<file path="src/rtl/key_pkg.sv">
// rtl/key_pkg.sv - shared FSM state type and default timing constants for key_conditioner
package key_pkg;

  typedef enum logic [1:0] {
    RELEASED     = 2'd0,
    PRESS_WAIT   = 2'd1,
    PRESSED      = 2'd2,
    RELEASE_WAIT = 2'd3
  } key_state_e;

  // Intervals in 5 MHz clock cycles
  localparam int unsigned KEY_DEBOUNCE_DEFAULT      = 50000;    // 10 ms
  localparam int unsigned KEY_REPEAT_DELAY_DEFAULT  = 2500000;  // 500 ms
  localparam int unsigned KEY_REPEAT_PERIOD_DEFAULT = 500000;   // 100 ms

  function automatic int unsigned key_max(input int unsigned a, input int unsigned b);
    return (a > b) ? a : b;
  endfunction

endpackage

</file>
<file path="src/rtl/key_sync.sv">
// rtl/key_sync.sv - 2-flop synchronizer with synchronous reset to a chosen level
module key_sync #(
  parameter logic RESET_VALUE = 1'b0
) (
  input  logic clk_i,
  input  logic rst_i,
  input  logic d_i,
  output logic q_o
);

  logic meta_q;
  logic sync_q;

  // Two-stage capture of the asynchronous input
  always_ff @(posedge clk_i) begin
    if (rst_i) begin
      meta_q <= RESET_VALUE;
      sync_q <= RESET_VALUE;
    end else begin
      meta_q <= d_i;
      sync_q <= meta_q;
    end
  end

  assign q_o = sync_q;

endmodule

</file>
<file path="src/rtl/key_conditioner.sv">
// rtl/key_conditioner.sv - debounced key level, press/release strobes, auto-repeat under KEY_AUTOREPEAT_EN
module key_conditioner
  import key_pkg::*;
#(
  parameter int unsigned DEBOUNCE_CYCLES = KEY_DEBOUNCE_DEFAULT,
  parameter bit          KEY_ACTIVE_LOW  = 1'b1,
  parameter int unsigned REPEAT_DELAY    = KEY_REPEAT_DELAY_DEFAULT,
  parameter int unsigned REPEAT_PERIOD   = KEY_REPEAT_PERIOD_DEFAULT
) (
  input  logic clock_5,
  input  logic reset,
  input  logic key_in,
  output logic key_level,
  output logic press_pulse,
  output logic release_pulse,
  output logic repeat_pulse
);

  localparam int CNT_W = $clog2(DEBOUNCE_CYCLES + 1);
  localparam logic [CNT_W-1:0] CNT_MAX = CNT_W'(DEBOUNCE_CYCLES);

  logic             key_synced;
  logic             p;
  key_state_e       state_q, state_d;
  logic [CNT_W-1:0] cnt_q, cnt_d;
  logic             level_q, level_d;
  logic             press_q, press_d;
  logic             release_q, release_d;

  // Reset loads the released pin level so a held key is seen as a fresh edge
  key_sync #(.RESET_VALUE(KEY_ACTIVE_LOW)) u_sync (
    .clk_i (clock_5),
    .rst_i (reset),
    .d_i   (key_in),
    .q_o   (key_synced)
  );

  assign p = KEY_ACTIVE_LOW ? ~key_synced : key_synced;

  // State and debounce counter registers
  always_ff @(posedge clock_5) begin
    if (reset) begin
      state_q <= RELEASED;
      cnt_q   <= '0;
    end else begin
      state_q <= state_d;
      cnt_q   <= cnt_d;
    end
  end

  // Next state: any opposite sample in a wait state abandons the window
  always_comb begin
    state_d = state_q;
    cnt_d   = cnt_q;
    unique case (state_q)
      RELEASED: begin
        cnt_d = '0;
        if (p) begin
          state_d = PRESS_WAIT;
          cnt_d   = CNT_W'(1);
        end
      end
      PRESS_WAIT: begin
        if (!p) begin
          state_d = RELEASED;
          cnt_d   = '0;
        end else if (cnt_q >= CNT_MAX) begin
          state_d = PRESSED;
          cnt_d   = '0;
        end else begin
          cnt_d = cnt_q + CNT_W'(1);
        end
      end
      PRESSED: begin
        cnt_d = '0;
        if (!p) begin
          state_d = RELEASE_WAIT;
          cnt_d   = CNT_W'(1);
        end
      end
      RELEASE_WAIT: begin
        if (p) begin
          state_d = PRESSED;
          cnt_d   = '0;
        end else if (cnt_q >= CNT_MAX) begin
          state_d = RELEASED;
          cnt_d   = '0;
        end else begin
          cnt_d = cnt_q + CNT_W'(1);
        end
      end
      default: begin
        state_d = RELEASED;
        cnt_d   = '0;
      end
    endcase
  end

  // Outputs decoded from the transition so they line up with the new state
  always_comb begin
    level_d   = (state_d == PRESSED) || (state_d == RELEASE_WAIT);
    press_d   = (state_q == PRESS_WAIT) && (state_d == PRESSED);
    release_d = (state_q == RELEASE_WAIT) && (state_d == RELEASED);
  end

  // Registered outputs
  always_ff @(posedge clock_5) begin
    if (reset) begin
      level_q   <= 1'b0;
      press_q   <= 1'b0;
      release_q <= 1'b0;
    end else begin
      level_q   <= level_d;
      press_q   <= press_d;
      release_q <= release_d;
    end
  end

  assign key_level     = level_q;
  assign press_pulse   = press_q;
  assign release_pulse = release_q;

`ifdef KEY_AUTOREPEAT_EN
  localparam int unsigned RPT_MAX = key_max(REPEAT_DELAY, REPEAT_PERIOD);
  localparam int RPT_W = $clog2(RPT_MAX + 1);
  localparam logic [RPT_W-1:0] RPT_DELAY_C  = RPT_W'(REPEAT_DELAY);
  localparam logic [RPT_W-1:0] RPT_PERIOD_C = RPT_W'(REPEAT_PERIOD);

  logic [RPT_W-1:0] rpt_cnt_q, rpt_cnt_d;
  logic             rpt_first_q, rpt_first_d;
  logic             rpt_q, rpt_d;

  // Count only while staying in PRESSED; any entry or exit restarts from zero
  always_comb begin
    rpt_cnt_d   = '0;
    rpt_first_d = 1'b1;
    rpt_d       = 1'b0;
    if ((state_q == PRESSED) && (state_d == PRESSED)) begin
      rpt_first_d = rpt_first_q;
      rpt_cnt_d   = rpt_cnt_q + RPT_W'(1);
      if (rpt_cnt_d == (rpt_first_q ? RPT_DELAY_C : RPT_PERIOD_C)) begin
        rpt_d       = 1'b1;
        rpt_cnt_d   = '0;
        rpt_first_d = 1'b0;
      end
    end
  end

  // Repeat counter and strobe registers
  always_ff @(posedge clock_5) begin
    if (reset) begin
      rpt_cnt_q   <= '0;
      rpt_first_q <= 1'b1;
      rpt_q       <= 1'b0;
    end else begin
      rpt_cnt_q   <= rpt_cnt_d;
      rpt_first_q <= rpt_first_d;
      rpt_q       <= rpt_d;
    end
  end

  assign repeat_pulse = rpt_q;
`else
  assign repeat_pulse = 1'b0;
`endif

endmodule

</file>
<file path="config.mk">
export PLATFORM = sky130hd
export DESIGN_NAME = key_conditioner
export DESIGN_NICKNAME = d
export VERILOG_FILES = /design/src/rtl/key_pkg.sv /design/src/rtl/key_sync.sv /design/src/rtl/key_conditioner.sv
export SDC_FILE = /design/constraint.sdc
export NUM_CORES = 1
export LEC_CHECK = 0
export ABC_CLOCK_PERIOD_IN_PS = 2300
export CORE_MARGIN = 3
export CORE_UTILIZATION = 50
export DETAILED_ROUTE_END_ITERATION = 16
export PLACE_DENSITY = 0.67
export SYNTH_ARGS = -nofsm -noshare
export SYNTH_HDL_FRONTEND = slang
export SYNTH_SLANG_ARGS = --single-unit
</file>
<file path="constraint.sdc">
create_clock -name clock_5 -period 2.3 [get_ports clock_5]
set_clock_uncertainty 0.2 [all_clocks]
set_input_delay 0.345 -clock clock_5 [delete_from_list [all_inputs] [get_ports clock_5]]
set_output_delay 0.345 -clock clock_5 [all_outputs]
set_load 0.02 [all_outputs]
</file>
* Yosys cells after proc, flatten, opt, wreduce, memory -nomap -nowiden
Cells that the tools add are included.
Widths: inputs -> output; s select.
** Cells by class
- $lt $le $gt $ge :: 1
- $add $sub $neg :: 1
- Eq/ne operators :: 5
- Reductions and logical operators :: 5
- Mux-type cells :: 13
** Operators with widths (number)
- $pmux 16 s4 :: 1
- $mux 16 :: 3
- $add 16x1->16 const B :: 1
- $ge 16x16->1 const B :: 1
- $mux 2 :: 6
- $eq 2x2->1 const B :: 4
- $pmux 2 s4 :: 1
- $logic_not 2->1 :: 2
- $eq 2x1->1 const B :: 1
- $logic_and 1x1->1 :: 2
- $mux 1 :: 2
- $logic_or 1x1->1 :: 1
** Word-level totals
- Input bits :: 3
- Flip-flop bits (word level) :: 23
- Logic and storage cells :: 32

* Logic depth before layout (Yosys ltp)
- Depth after elaboration :: 6
- Depth in mapped cells :: 5
- Mapped depth without buffers :: 5

* Hierarchy
A second synthesis with hierarchy kept.
** Unflattened totals
- Cells, all modules :: 109
- Area, all modules :: 1076.0 µm²
** Modules (own cells, without submodules)
- key_conditioner :: area an instance 1023.5 µm², instances 1, cells each 105
- key_sync :: area an instance 52.6 µm², instances 1, cells each 4

* Least setup slack after synthesis
Ideal clock, no wire load.
- Path type :: register -> register
- Start point :: register cnt_q[8]
- End point :: register state_q[1]
- Arrival :: 1342 ps
- Cell stages (with the launch flop) :: 5
- Setup slack :: 635 ps
- Library setup time :: 123 ps
- Required time :: 1977 ps
- Path through :: dfxtp_1 nand2_1 or3_4 a21oi_4 mux2_1
** On the way
- Cells in the longest elaborated chain, start to end :: 4
** RTL lines
- start: declaration :: line key_conditioner.sv:25 : logic [CNT_W-1:0] cnt_q, cnt_d;
- start signal: assignment :: line key_conditioner.sv:47 : cnt_q <= cnt_d;
- $ge 16x16->1 * :: line key_conditioner.sv:67, key_conditioner.sv:85
- $mux 2 (on tied branches) :: line key_conditioner.sv:85, key_conditioner.sv:67
- $mux 2 (on tied branches) :: line key_conditioner.sv:82, key_conditioner.sv:64
- $pmux 2 s4 * :: line key_conditioner.sv:55 : unique case (state_q)
- end signal: assignment :: line key_conditioner.sv:46 : state_q <= state_d;
- end: declaration :: line key_conditioner.sv:24 : key_state_e state_q, state_d;
Mark *: on every way between the ends. The rest lies on a longest branch, timed or not.
A chain may end at the register's enable or synchronous reset.

==> qor.yml <==
switching_share: 0.199
n_antenna_cell: 0
place_area_sq_um: 1070
max-vdd-ir-drop_mv: 0.343
clockRootBuffer: "clkbuf_4"
routed_wl_microns: 1520
met3_length_microns: 52
grt_pass1_wl_microns: 2930
antenna_found_initial: 0
first_global_vias: 681
via_per_inst: 5.25
tns_ps: 0
hold_buffers: 0
grt_max_degree: 16
start_util: 0.554
tightest_slew_ps: 525
core_area_sq_um: 1820
wl_per_cell_microns: 11.1
final_area_sq_um: 1100
grt_usage: 0.145
final_core_util: 0.605
setup_slack_ps: 469
cp_max_fo: 4
clock_path_buffers: 2
vias: 714
layout.nets: 117
cp-start-kind: "flop"
comb_power_share: 0.018
path_buf_inv: 1
pin_count: 7
clk_latency_ps: 300
slowest_stage: "clkdlybuf4s50_1"
cts_sinks: 22
wl_met2_microns: 652
area_growth_pct: 9.31
htree_levels: 1
min_period_ps: 1830
internal_power_uw: 485
setup_viol: 0
final_antenna_net_count: 0
synth_seq_cells: 22
path_cells: "clkdlybuf4s50_1"
avgSynthCellArea_sq_um: 9.60
hold_viol: 0
clkTransAtPathRegs_ps: 120
hpwlAfterDp_microns: 1150
drtIter0Drc: 11
critPathMaxStageDelay_ps: 610
dr.max_layer_used: "met4"
syn_area_sq_um: 1010
synth_seq_area_share: 0.437
cts_tree: "done"
post-route-period-util: 0.796
gr-total-overflow: 0
drive_gt1_frac: 0.135
setup.worst_path.end_class: "output pin"
cts_buffers: 3
dp_slack_ps: 383
post-cts-setup-buffers: 0
rows: 15
drc: 0
syn_inst: 105
rsz0062_at_grt: "no"
synthesis.nets: 110
status: "completed"
seq_power_share: 0.636
fillers: 173
cts_resized: 0
fp.dieW_microns: 50.9
die_y_microns: 50.9
maxSlewViolCount: 0
relSlewSlack: 0.649
p_leak_uw: 0.000307
required_ps: 1750
dieArea_sq_um: 2590
holdCritPathClass: "reg -> reg"
fmax_mhz: 546
synth.distinct_cells: 29
p_per_area_nw_per_um2: 550
crit_type: "reg -> out"
wl_met1_microns: 792
power_uw: 606
io_buffers: 5
max-cap-violations: 0
drt-pass1-iter-count: 4
place_congestion: 0.753
p_sw_uw: 121
cp.arrival_ps: 1290
crit_family: "buffers and inverters"
clkPwrFrac: 0.346
ys_warn_count: 0
-- synth_stat cells --
master	n	area [sq um]
dfxtp_1	22	440
nor3_1	16	80.1
xnor2_1	12	105
inv_1	6	22.5
nor2_1	6	22.5
nand2_1	5	18.8
nand3_1	5	25.0
nand4_1	3	18.8
nor3b_1	3	22.5
nor4_1	3	18.8
or2_2	3	18.8
a21oi_4	2	32.5
ha_1	2	25.0
nor3_2	2	20.0
a211oi_1	1	7.51
a21o_1	1	7.51
a21oi_1	1	5.00
a31oi_1	1	6.26
buf_2	1	5.00
buf_4	1	7.51
buf_6	1	11.3
conb_1	1	3.75
mux2_1	1	11.3
nand4_2	1	12.5
nor2b_1	1	6.26
nor4_2	1	12.5
nor4_4	1	21.3
or3_4	1	11.3
xor2_1	1	8.76
-- routing by layer --
layer | GRT usage | vias up
met5 | 0 | -
met4 | 0.0538 | 0
met3 | 0.0262 | 2
met2 | 0.221 | 12
met1 | 0.201 | 326
li1 | - | 374
-- flip-flops by register name, indices dropped and copies added, names as in the netlist --
register       cells
cnt_q             16
press_pulse        1
release_pulse      1
state_q            2
u_sync.meta_q      1
u_sync.q_o         1
-- cell type report --
| cell class | count | area, sq um | share of cell area |
|---|---|---|---|
| sequential | 22 | 440 | 0.400 |
| tap | 25 | 31.3 | 0.0284 |
| clock buffer | 4 | 36.3 | 0.0329 |
| inverter | 6 | 22.5 | 0.0204 |
| multi-input combinational | 74 | 522 | 0.473 |
| timing repair buffer | 5 | 50.0 | 0.0454 |
-- metrics by stage --
step                      std cells  hold WS [ps]
after floorplan                 105           189
after global placement          132           195
after detailed placement        132           205
after CTS                       136           233
after global routing            136           253
final                           136           229
-- power groups by stage --
stage	Clock (uW)	Sequential (uW)	Combinational, uW
2_1_floorplan	0	393	6.72
5_1_grt	228	386	12.3
6_report	210	385	10.8
3_5_place_dp	0	394	10.8
3_3_place_gp	0	394	10.5
4_1_cts	213	385	10.8
-- final timing paths --
check | slack [ps] | to | cells past startpoint | startpoint
max | 470 | key_level | 1 | state_q[1]
min | 230 | u_sync.q_o | 1 | u_sync.meta_q
max reg2reg | 520 | state_q[1] | 4 | cnt_q[8]
min reg2reg | 230 | u_sync.q_o | 1 | u_sync.meta_q
-- cells in the final DEF (no fill, tap or decap), drive strengths merged --
cell type,count
dfxtp,22
nor3,18
xnor2,12
inv,6
nor2,6
nand2,5
nand3,5
clkdlybuf4s50,5
nor4,5
nand4,4
clkbuf,4
or2,3
nor3b,3
a21oi,3
ha,2
nor2b,1
or3,1
mux2,1
a31oi,1
xor2,1
a21o,1
a211oi,1
conb,1
-- cell families after synthesis --
| kind of cell | Yosys count | share of synthesized area |
|---|---|---|
| and+or+nand+nor | 51 | 0.306 |
| DFF | 22 | 0.437 |
| xor gates and xnor gates | 13 | 0.113 |
| buffers and inverters | 9 | 0.0459 |
| AOI/OAI and AO/OA | 6 | 0.0583 |
| adders and majority gates | 2 | 0.0248 |
| other | 1 | 0.00372 |
| muxes | 1 | 0.0112 |
(Power assumes the default switching activity.)
